[src/rtl/m68k_bus_initiator.sv]
// 68000-style bus initiator: runs one AS/UDS/LDS cycle per accepted request,
// closes it on DTACK, and turns a missing DTACK into a bus error.
module m68k_bus_initiator #(
  parameter int unsigned TIMEOUT_CYCLES = 255
) (
  input  logic        Clk,
  input  logic        Reset_L,
  input  logic        Req_H,
  input  logic        ReqRW_H,
  input  logic [31:0] ReqAddr,
  input  logic [1:0]  ReqByteEn,
  input  logic [15:0] ReqWData,
  output logic        Ack_H,
  output logic        BusErr_H,
  output logic [15:0] RData,
  output logic        Busy_H,
  output logic        AS_L,
  output logic        UDS_L,
  output logic        LDS_L,
  output logic        RW,
  output logic [31:0] Addr,
  output logic [15:0] DataOut,
  output logic        DataOutEn_H,
  input  logic [15:0] DataIn,
  input  logic        DtackIn_L
);

  // Counter needs to hold TIMEOUT_CYCLES; keep at least one bit when disabled.
  localparam int CW = (TIMEOUT_CYCLES > 0) ? $clog2(TIMEOUT_CYCLES + 1) : 1;
  localparam int LIMIT_I = (TIMEOUT_CYCLES > 0) ? int'(TIMEOUT_CYCLES) - 1 : 0;
  localparam logic [CW-1:0] LIMIT   = CW'(LIMIT_I);
  localparam logic [CW-1:0] CNT_MAX = '1;
  localparam bit TIMEOUT_EN = (TIMEOUT_CYCLES > 0);

  typedef enum logic [1:0] {IDLE, ADDR, STROBE, RECOVER} state_t;

  state_t         state_reg, state_next;
  logic [CW-1:0]  cnt_reg, cnt_next, cnt_inc;
  logic           rw_reg;
  logic [31:0]    addr_reg;
  logic [1:0]     be_reg;
  logic [15:0]    wdata_reg;
  logic [15:0]    rdata_reg, rdata_next;
  logic           ack_reg, ack_next;
  logic           err_reg, err_next;
  logic           accept;
  logic           limit_hit;

  // Saturating increment; the wait counter must never wrap back to zero.
  assign cnt_inc   = (cnt_reg == CNT_MAX) ? cnt_reg : cnt_reg + 1'b1;
  // This edge is the TIMEOUT_CYCLES-th consecutive wait edge of the phase.
  assign limit_hit = TIMEOUT_EN && (cnt_reg == LIMIT);

  // Next-state, wait counter and completion pulses.
  always_comb begin
    state_next = state_reg;
    cnt_next   = cnt_reg;
    rdata_next = rdata_reg;
    ack_next   = 1'b0;
    err_next   = 1'b0;
    accept     = 1'b0;
    case (state_reg)
      IDLE: begin
        if (Req_H) begin
          accept     = 1'b1;
          cnt_next   = '0;
          state_next = ADDR;
        end
      end
      ADDR: state_next = STROBE;
      STROBE: begin
        if (!DtackIn_L) begin
          // DTACK wins over a timeout landing on the same edge.
          if (rw_reg) rdata_next = DataIn;
          ack_next   = 1'b1;
          cnt_next   = '0;
          state_next = RECOVER;
        end else if (limit_hit) begin
          ack_next   = 1'b1;
          err_next   = 1'b1;
          rdata_next = 16'hFFFF;
          cnt_next   = '0;
          state_next = RECOVER;
        end else begin
          cnt_next = cnt_inc;
        end
      end
      RECOVER: begin
        // Wait for the target to drop DTACK, but never forever.
        if (DtackIn_L || limit_hit) begin
          cnt_next   = '0;
          state_next = IDLE;
        end else begin
          cnt_next = cnt_inc;
        end
      end
      default: state_next = IDLE;
    endcase
  end

  // State, request latches and result registers.
  always_ff @(posedge Clk or negedge Reset_L) begin
    if (!Reset_L) begin
      state_reg <= IDLE;
      cnt_reg   <= '0;
      rw_reg    <= 1'b1;
      addr_reg  <= '0;
      be_reg    <= 2'b00;
      wdata_reg <= '0;
      rdata_reg <= '0;
      ack_reg   <= 1'b0;
      err_reg   <= 1'b0;
    end else begin
      state_reg <= state_next;
      cnt_reg   <= cnt_next;
      rdata_reg <= rdata_next;
      ack_reg   <= ack_next;
      err_reg   <= err_next;
      if (accept) begin
        rw_reg    <= ReqRW_H;
        addr_reg  <= ReqAddr & ~32'h1;
        be_reg    <= (ReqByteEn == 2'b00) ? 2'b11 : ReqByteEn;
        wdata_reg <= ReqWData;
      end
    end
  end

  // Bus pins decode straight from the state register so reset clears them at once.
  assign Busy_H      = (state_reg != IDLE);
  assign AS_L        = (state_reg != STROBE);
  assign UDS_L       = !((state_reg == STROBE) && be_reg[1]);
  assign LDS_L       = !((state_reg == STROBE) && be_reg[0]);
  assign DataOutEn_H = !rw_reg && ((state_reg == ADDR) || (state_reg == STROBE));
  assign RW          = rw_reg;
  assign Addr        = addr_reg;
  assign DataOut     = wdata_reg;
  assign RData       = rdata_reg;
  assign Ack_H       = ack_reg;
  assign BusErr_H    = err_reg;

endmodule

[config.mk]
export PLATFORM = sky130hd
export DESIGN_NAME = m68k_bus_initiator
export DESIGN_NICKNAME = d
export VERILOG_FILES = /design/src/rtl/m68k_bus_initiator.sv
export SDC_FILE = /design/constraint.sdc
export NUM_CORES = 1
export LEC_CHECK = 0
export CELL_PAD_IN_SITES_DETAIL_PLACEMENT = 1
export CELL_PAD_IN_SITES_GLOBAL_PLACEMENT = 2
export CORE_UTILIZATION = 39
export DETAILED_ROUTE_END_ITERATION = 10
export DONT_BUFFER_PORTS = 1
export MAX_ROUTING_LAYER = met4
export PLACE_DENSITY = 0.87
export SETUP_SLACK_MARGIN = 0.05
export SLEW_MARGIN = 5
export SYNTH_ARGS = -nofsm -noshare
export SYNTH_HDL_FRONTEND = slang
export SYNTH_SLANG_ARGS = --single-unit
[constraint.sdc]
create_clock -name Clk -period 2.15 [get_ports Clk]
set_clock_uncertainty 0.15 [all_clocks]
set_input_delay 0.215 -clock Clk [delete_from_list [all_inputs] [get_ports Clk]]
set_output_delay 0.215 -clock Clk [all_outputs]
set_load 0.1 [all_outputs]
### Word level (Yosys, flattened, before mapping)

Cells that the tools add are included.

| word-level totals | value |
|---|---|
| bits in registers | 78 |
| input port bits | 71 |
| output and inout port bits | 72 |
| word-level logic and storage cells | 58 |

| cells by class | value |
|---|---|
| add/subtract/negate cells | 1 |
| equal/unequal tests | 10 |
| muxes and demuxes | 22 |
| reduce and logical (&&, ||, !) cells | 16 |

Operator list:

| operator | count |
|---|---|
| 16-bit two-way mux | 3 |
| 8-bit two-way mux | 5 |
| 8-bit one-hot mux with 3 select lines | 1 |
| 8-bit equality test (second input constant) | 2 |
| 2-bit two-way mux | 5 |
| 8-bit by 1-bit adder with 8-bit output (second input constant) | 1 |
| 2-bit one-hot mux with 4 select lines | 1 |
| 1-bit two-way mux | 7 |
| 2-bit inequality test (second input constant) | 3 |
| 3-bit AND reduction | 2 |
| 2-bit equality test (second input constant) | 2 |
| 2-bit zero test | 2 |
| 2-bit nonzero test | 2 |
| 1-bit logical AND | 3 |
| 1-bit zero test | 3 |
| 3-bit inequality test (second input constant) | 1 |
| 3-bit nonzero test | 1 |
| 2-bit by 1-bit equality test with 1-bit output (second input constant) | 1 |
| 1-bit logical OR | 2 |
| 2-bit by 1-bit inequality test with 1-bit output (second input constant) | 1 |
| 2-bit AND reduction | 1 |

### Depth between registers and ports, before layout

| depth | value |
|---|---|
| depth in word-level cells | 5 |
| mapped depth | 7 |
| gate-level depth less buffers | 6 |

### Worst setup path after synthesis

Ideal clock, no wire load.

| path | value |
|---|---|
| path kind | register -> output |
| start | register state_reg[0] |
| end | output DataOutEn_H |
| arrival time | 2065 ps |
| required time | 1785 ps |
| setup slack | -280 ps |
| cell stages (with the launch flop) | 4 |
| buffers on the path | 0 |
| path through | dfrtp_1 > inv_1 > ha_1 > nor2b_1 |

| between the ends | value |
|---|---|
| word-level cells in the longest chain between the ends | 3 |
| elaborated cells on any way between the ends | 4 |
| those cells by class | 2 x eq/ne; 2 x reduce/logical |

RTL lines:

| element | RTL line | text |
|---|---|---|
| start: declaration | 37 | `state_t state_reg, state_next;` |
| start signal: assignment | 114 | `state_reg <= state_next;` |
| 2-bit by 1-bit equality test with 1-bit output or 2-bit equality test (tied branches) | 133 | `assign DataOutEn_H = !rw_reg && ((state_reg == ADDR) \|\| (state_reg == STROBE));` |
| 1-bit logical OR * | 133 |  |
| 1-bit logical AND * | 133 |  |
| end: declaration | 23 | `output logic DataOutEn_H,` |

Every way passes the cells marked *; elsewhere a longest branch is shown, timed or not.

### Final worst setup path

| path | value |
|---|---|
| start | register state_reg[1] |
| end | output DataOutEn_H |

The elaborated chain is that of the path after synthesis.

==> flow_metrics.env <==
export IMPL_cts_made_buffers=9
export IMPL_yosys_area_top_type="dfrtp_1"
export IMPL_grt_pass1_wl_um=14400
export IMPL_die_area_mm2=0.00865
export IMPL_area_delta_synth_final_pct=48.4
export IMPL_tightest_slew_ns=0.591
export IMPL_core_area_mm2=0.00785
export IMPL_largest_register_ffs=31
export IMPL_routed_wl_um=9260
export IMPL_synth_cell_types=37
export IMPL_maxSlewViolCount=0
export IMPL_clock_sinks=78
export IMPL_status="complete, but fails checks"
export IMPL_path_max_fanout=4
export IMPL_overflow=0
export IMPL_synth_edf_count=0
export IMPL_die_w_um=93.0
export IMPL_grt_pass1_vias=2859
export IMPL_cap_viol_max_count=0
export IMPL_critPathLaunchType="register"
export IMPL_cp_arrival_ns=1.59
export IMPL_drc=0
export IMPL_crit_buf_inv=2
export IMPL_final_cell_area_mm2=0.00479
export IMPL_holdBufCountCts=68
export IMPL_rsz0062_at_grt="no"
export IMPL_grt_start_max_net_pins=79
export IMPL_yosysWarnings=0
export IMPL_cts_path_max_buffers=2
export IMPL_initial_core_util_pct=41.1
export IMPL_clk_latency_ns=0.33
export IMPL_min_period_over_period_pct=91.1
export IMPL_place_gp_congestion=0.813
export IMPL_post_synth_cell_area_avg_um2=14.1
export IMPL_synth_cell_area_mm2=0.00323
export IMPL_yosysSeqAreaShare_pct=60.5
export IMPL_syn_inst=229
export IMPL_vias_per_cell=5.10
export IMPL_max_freq_ghz=0.511
export IMPL_hold_viol=78
export IMPL_via_count=2451
export IMPL_route_detailed_wl_per_inst_um=19.2
export IMPL_fin_crit_ns=1.96
export IMPL_cts_root_buffer="clkbuf_8"
export IMPL_cp_required_ns=1.78
export IMPL_htreeDepth=3
export IMPL_final_common_cell="dfrtp_1"
export IMPL_postCtsSetupBuffers=0
export IMPL_mostFrequentLayoutCells="dfrtp_1, buf_4, dlygate4sd3_1"
export IMPL_path_delay_family="flip-flops"
export IMPL_drive_gt1_share_pct=38.9
export IMPL_final_antenna_net_count=0
export IMPL_clk_pin_slew_ns=0.08
export IMPL_syn_nets=307
export IMPL_cts_tree="built"
export IMPL_antenna_found_initial=0
export IMPL_hold_class="in -> async"
export IMPL_dieHeight_um=93.0
export IMPL_yosys_most_used_dff="dfrtp_1"
export IMPL_crit_chain="inv_1, ha_1, nor2b_2, buf_4"
export IMPL_cp_slowest_stage_delay_ns=0.42
export IMPL_failed_checks="negative hold slack"
export IMPL_place_hpwl_um=5500
export IMPL_synth_top_cell_area_share_pct=59.7
export IMPL_slowest_stage="dfrtp_1"
export IMPL_grt_use_total_pct=22.6
export IMPL_synth_area_leaders="dfrtp_1, mux2_2, o22a_1"
export IMPL_place_area_mm2=0.00388
export IMPL_rows=32
export IMPL_io_pins=143
export IMPL_drtIter0Drc=65
export IMPL_portBuffers=0
export IMPL_holdWs_ns=-0.578
export IMPL_fill_cells=783
export IMPL_setup_viol=0
export IMPL_layout_nets=451
export IMPL_setup_tns_final_ns=0
export IMPL_ys_async_sr_fraction_pct=100
export IMPL_slew_headroom_pct=60.5
export IMPL_worstSetupEndpointType="primary output"
export IMPL_first_pass_iters=4
export IMPL_synth_seq_cells=78
export IMPL_crit_type="reg -> out"
Yosys cell counts, types with 2 or more instances:
| library cell | count |
|---|---|
| dfrtp_1 | 77 |
| mux2_2 | 48 |
| o22a_1 | 17 |
| nand2_1 | 11 |
| ha_1 | 7 |
| inv_1 | 7 |
| a21oi_1 | 6 |
| buf_2 | 6 |
| nor2_1 | 5 |
| nor2b_1 | 5 |
| nor3_1 | 4 |
| nand3_1 | 3 |
| o21ai_1 | 3 |
| a22o_1 | 2 |
| a2bb2oi_1 | 2 |
| nand2b_1 | 2 |
| nand4_1 | 2 |
| o21ai_0 | 2 |
| o31ai_1 | 2 |
final timing paths:
kind	from	end	slack, ns	cells past startpoint
setup / recovery	state_reg[1]	DataOutEn_H	0.19	4
hold / removal	Reset_L	RData[10]	-0.58	0
setup reg to reg	state_reg[1]	Addr[7]	0.25	5
hold reg to reg	be_reg[0]	be_reg[0]	0.35	2
max in group asynchronous	Reset_L	RW	2.22	0
min in group Clk	Req_H	be_reg[0]	0.08	2
what timing repair did:
| action | 4_1_cts | 5_1_grt |
|---|---|---|
| pin swaps | 0 | 0 |
| cloned | 0 | 0 |
| resized for setup | 1 | 1 |
| hold endpoints to repair | 146 | 78 |
| setup endpoints to repair | 1 | 1 |
logic make-up after synthesis:
| family | count (synthesis) | share of synthesized area (%) |
|---|---|---|
| flops | 78 | 60.5 |
| other cells | 1 | 0.116 |
| fa+ha+maj | 7 | 2.71 |
| simple gates | 35 | 6.01 |
| compound gates | 41 | 10.3 |
| buf+inv | 16 | 2.44 |
| mux | 51 | 17.9 |
area by class of cell:
class | instances | area, µm² | share of cell area (%)
inverter | 7 | 30.0 | 0.627
clock buffer | 11 | 131 | 2.74
multi-input combinational | 135 | 1210 | 25.3
timing repair buffer | 142 | 1250 | 26.1
clock inverter | 5 | 83.8 | 1.75
sequential | 78 | 1950 | 40.8
antenna | 1 | 2.50 | 0.0522
tap | 102 | 128 | 2.66
metrics by stage:
step                setup slack [ns]  instances  hold slack [ns]  util [%]
detailed placement             0.140        396           -0.229      49.4
CTS                            0.125        480           -0.602      60.9
floorplan                     0.0672        229           -0.231         -
global route                   0.111        480           -0.605      61.0
global placement               0.261        396           -0.229      49.4
finish                         0.192        481           -0.578      61.0
metal layers:
metal	wire length, µm	part of all wire, %	vias to the layer above	track usage [%]
met2	5240	57	95	42.0
met5	0	0	-	-
met3	526	5.7	10	5.04
met1	3350	36	1240	23.5
met4	144	1.6	0	7.18
li1	-	-	1106	-
Power is left out: the tool's default activity adds up to more than one toggle a clock period on the data nets, which glitch-free logic cannot reach.
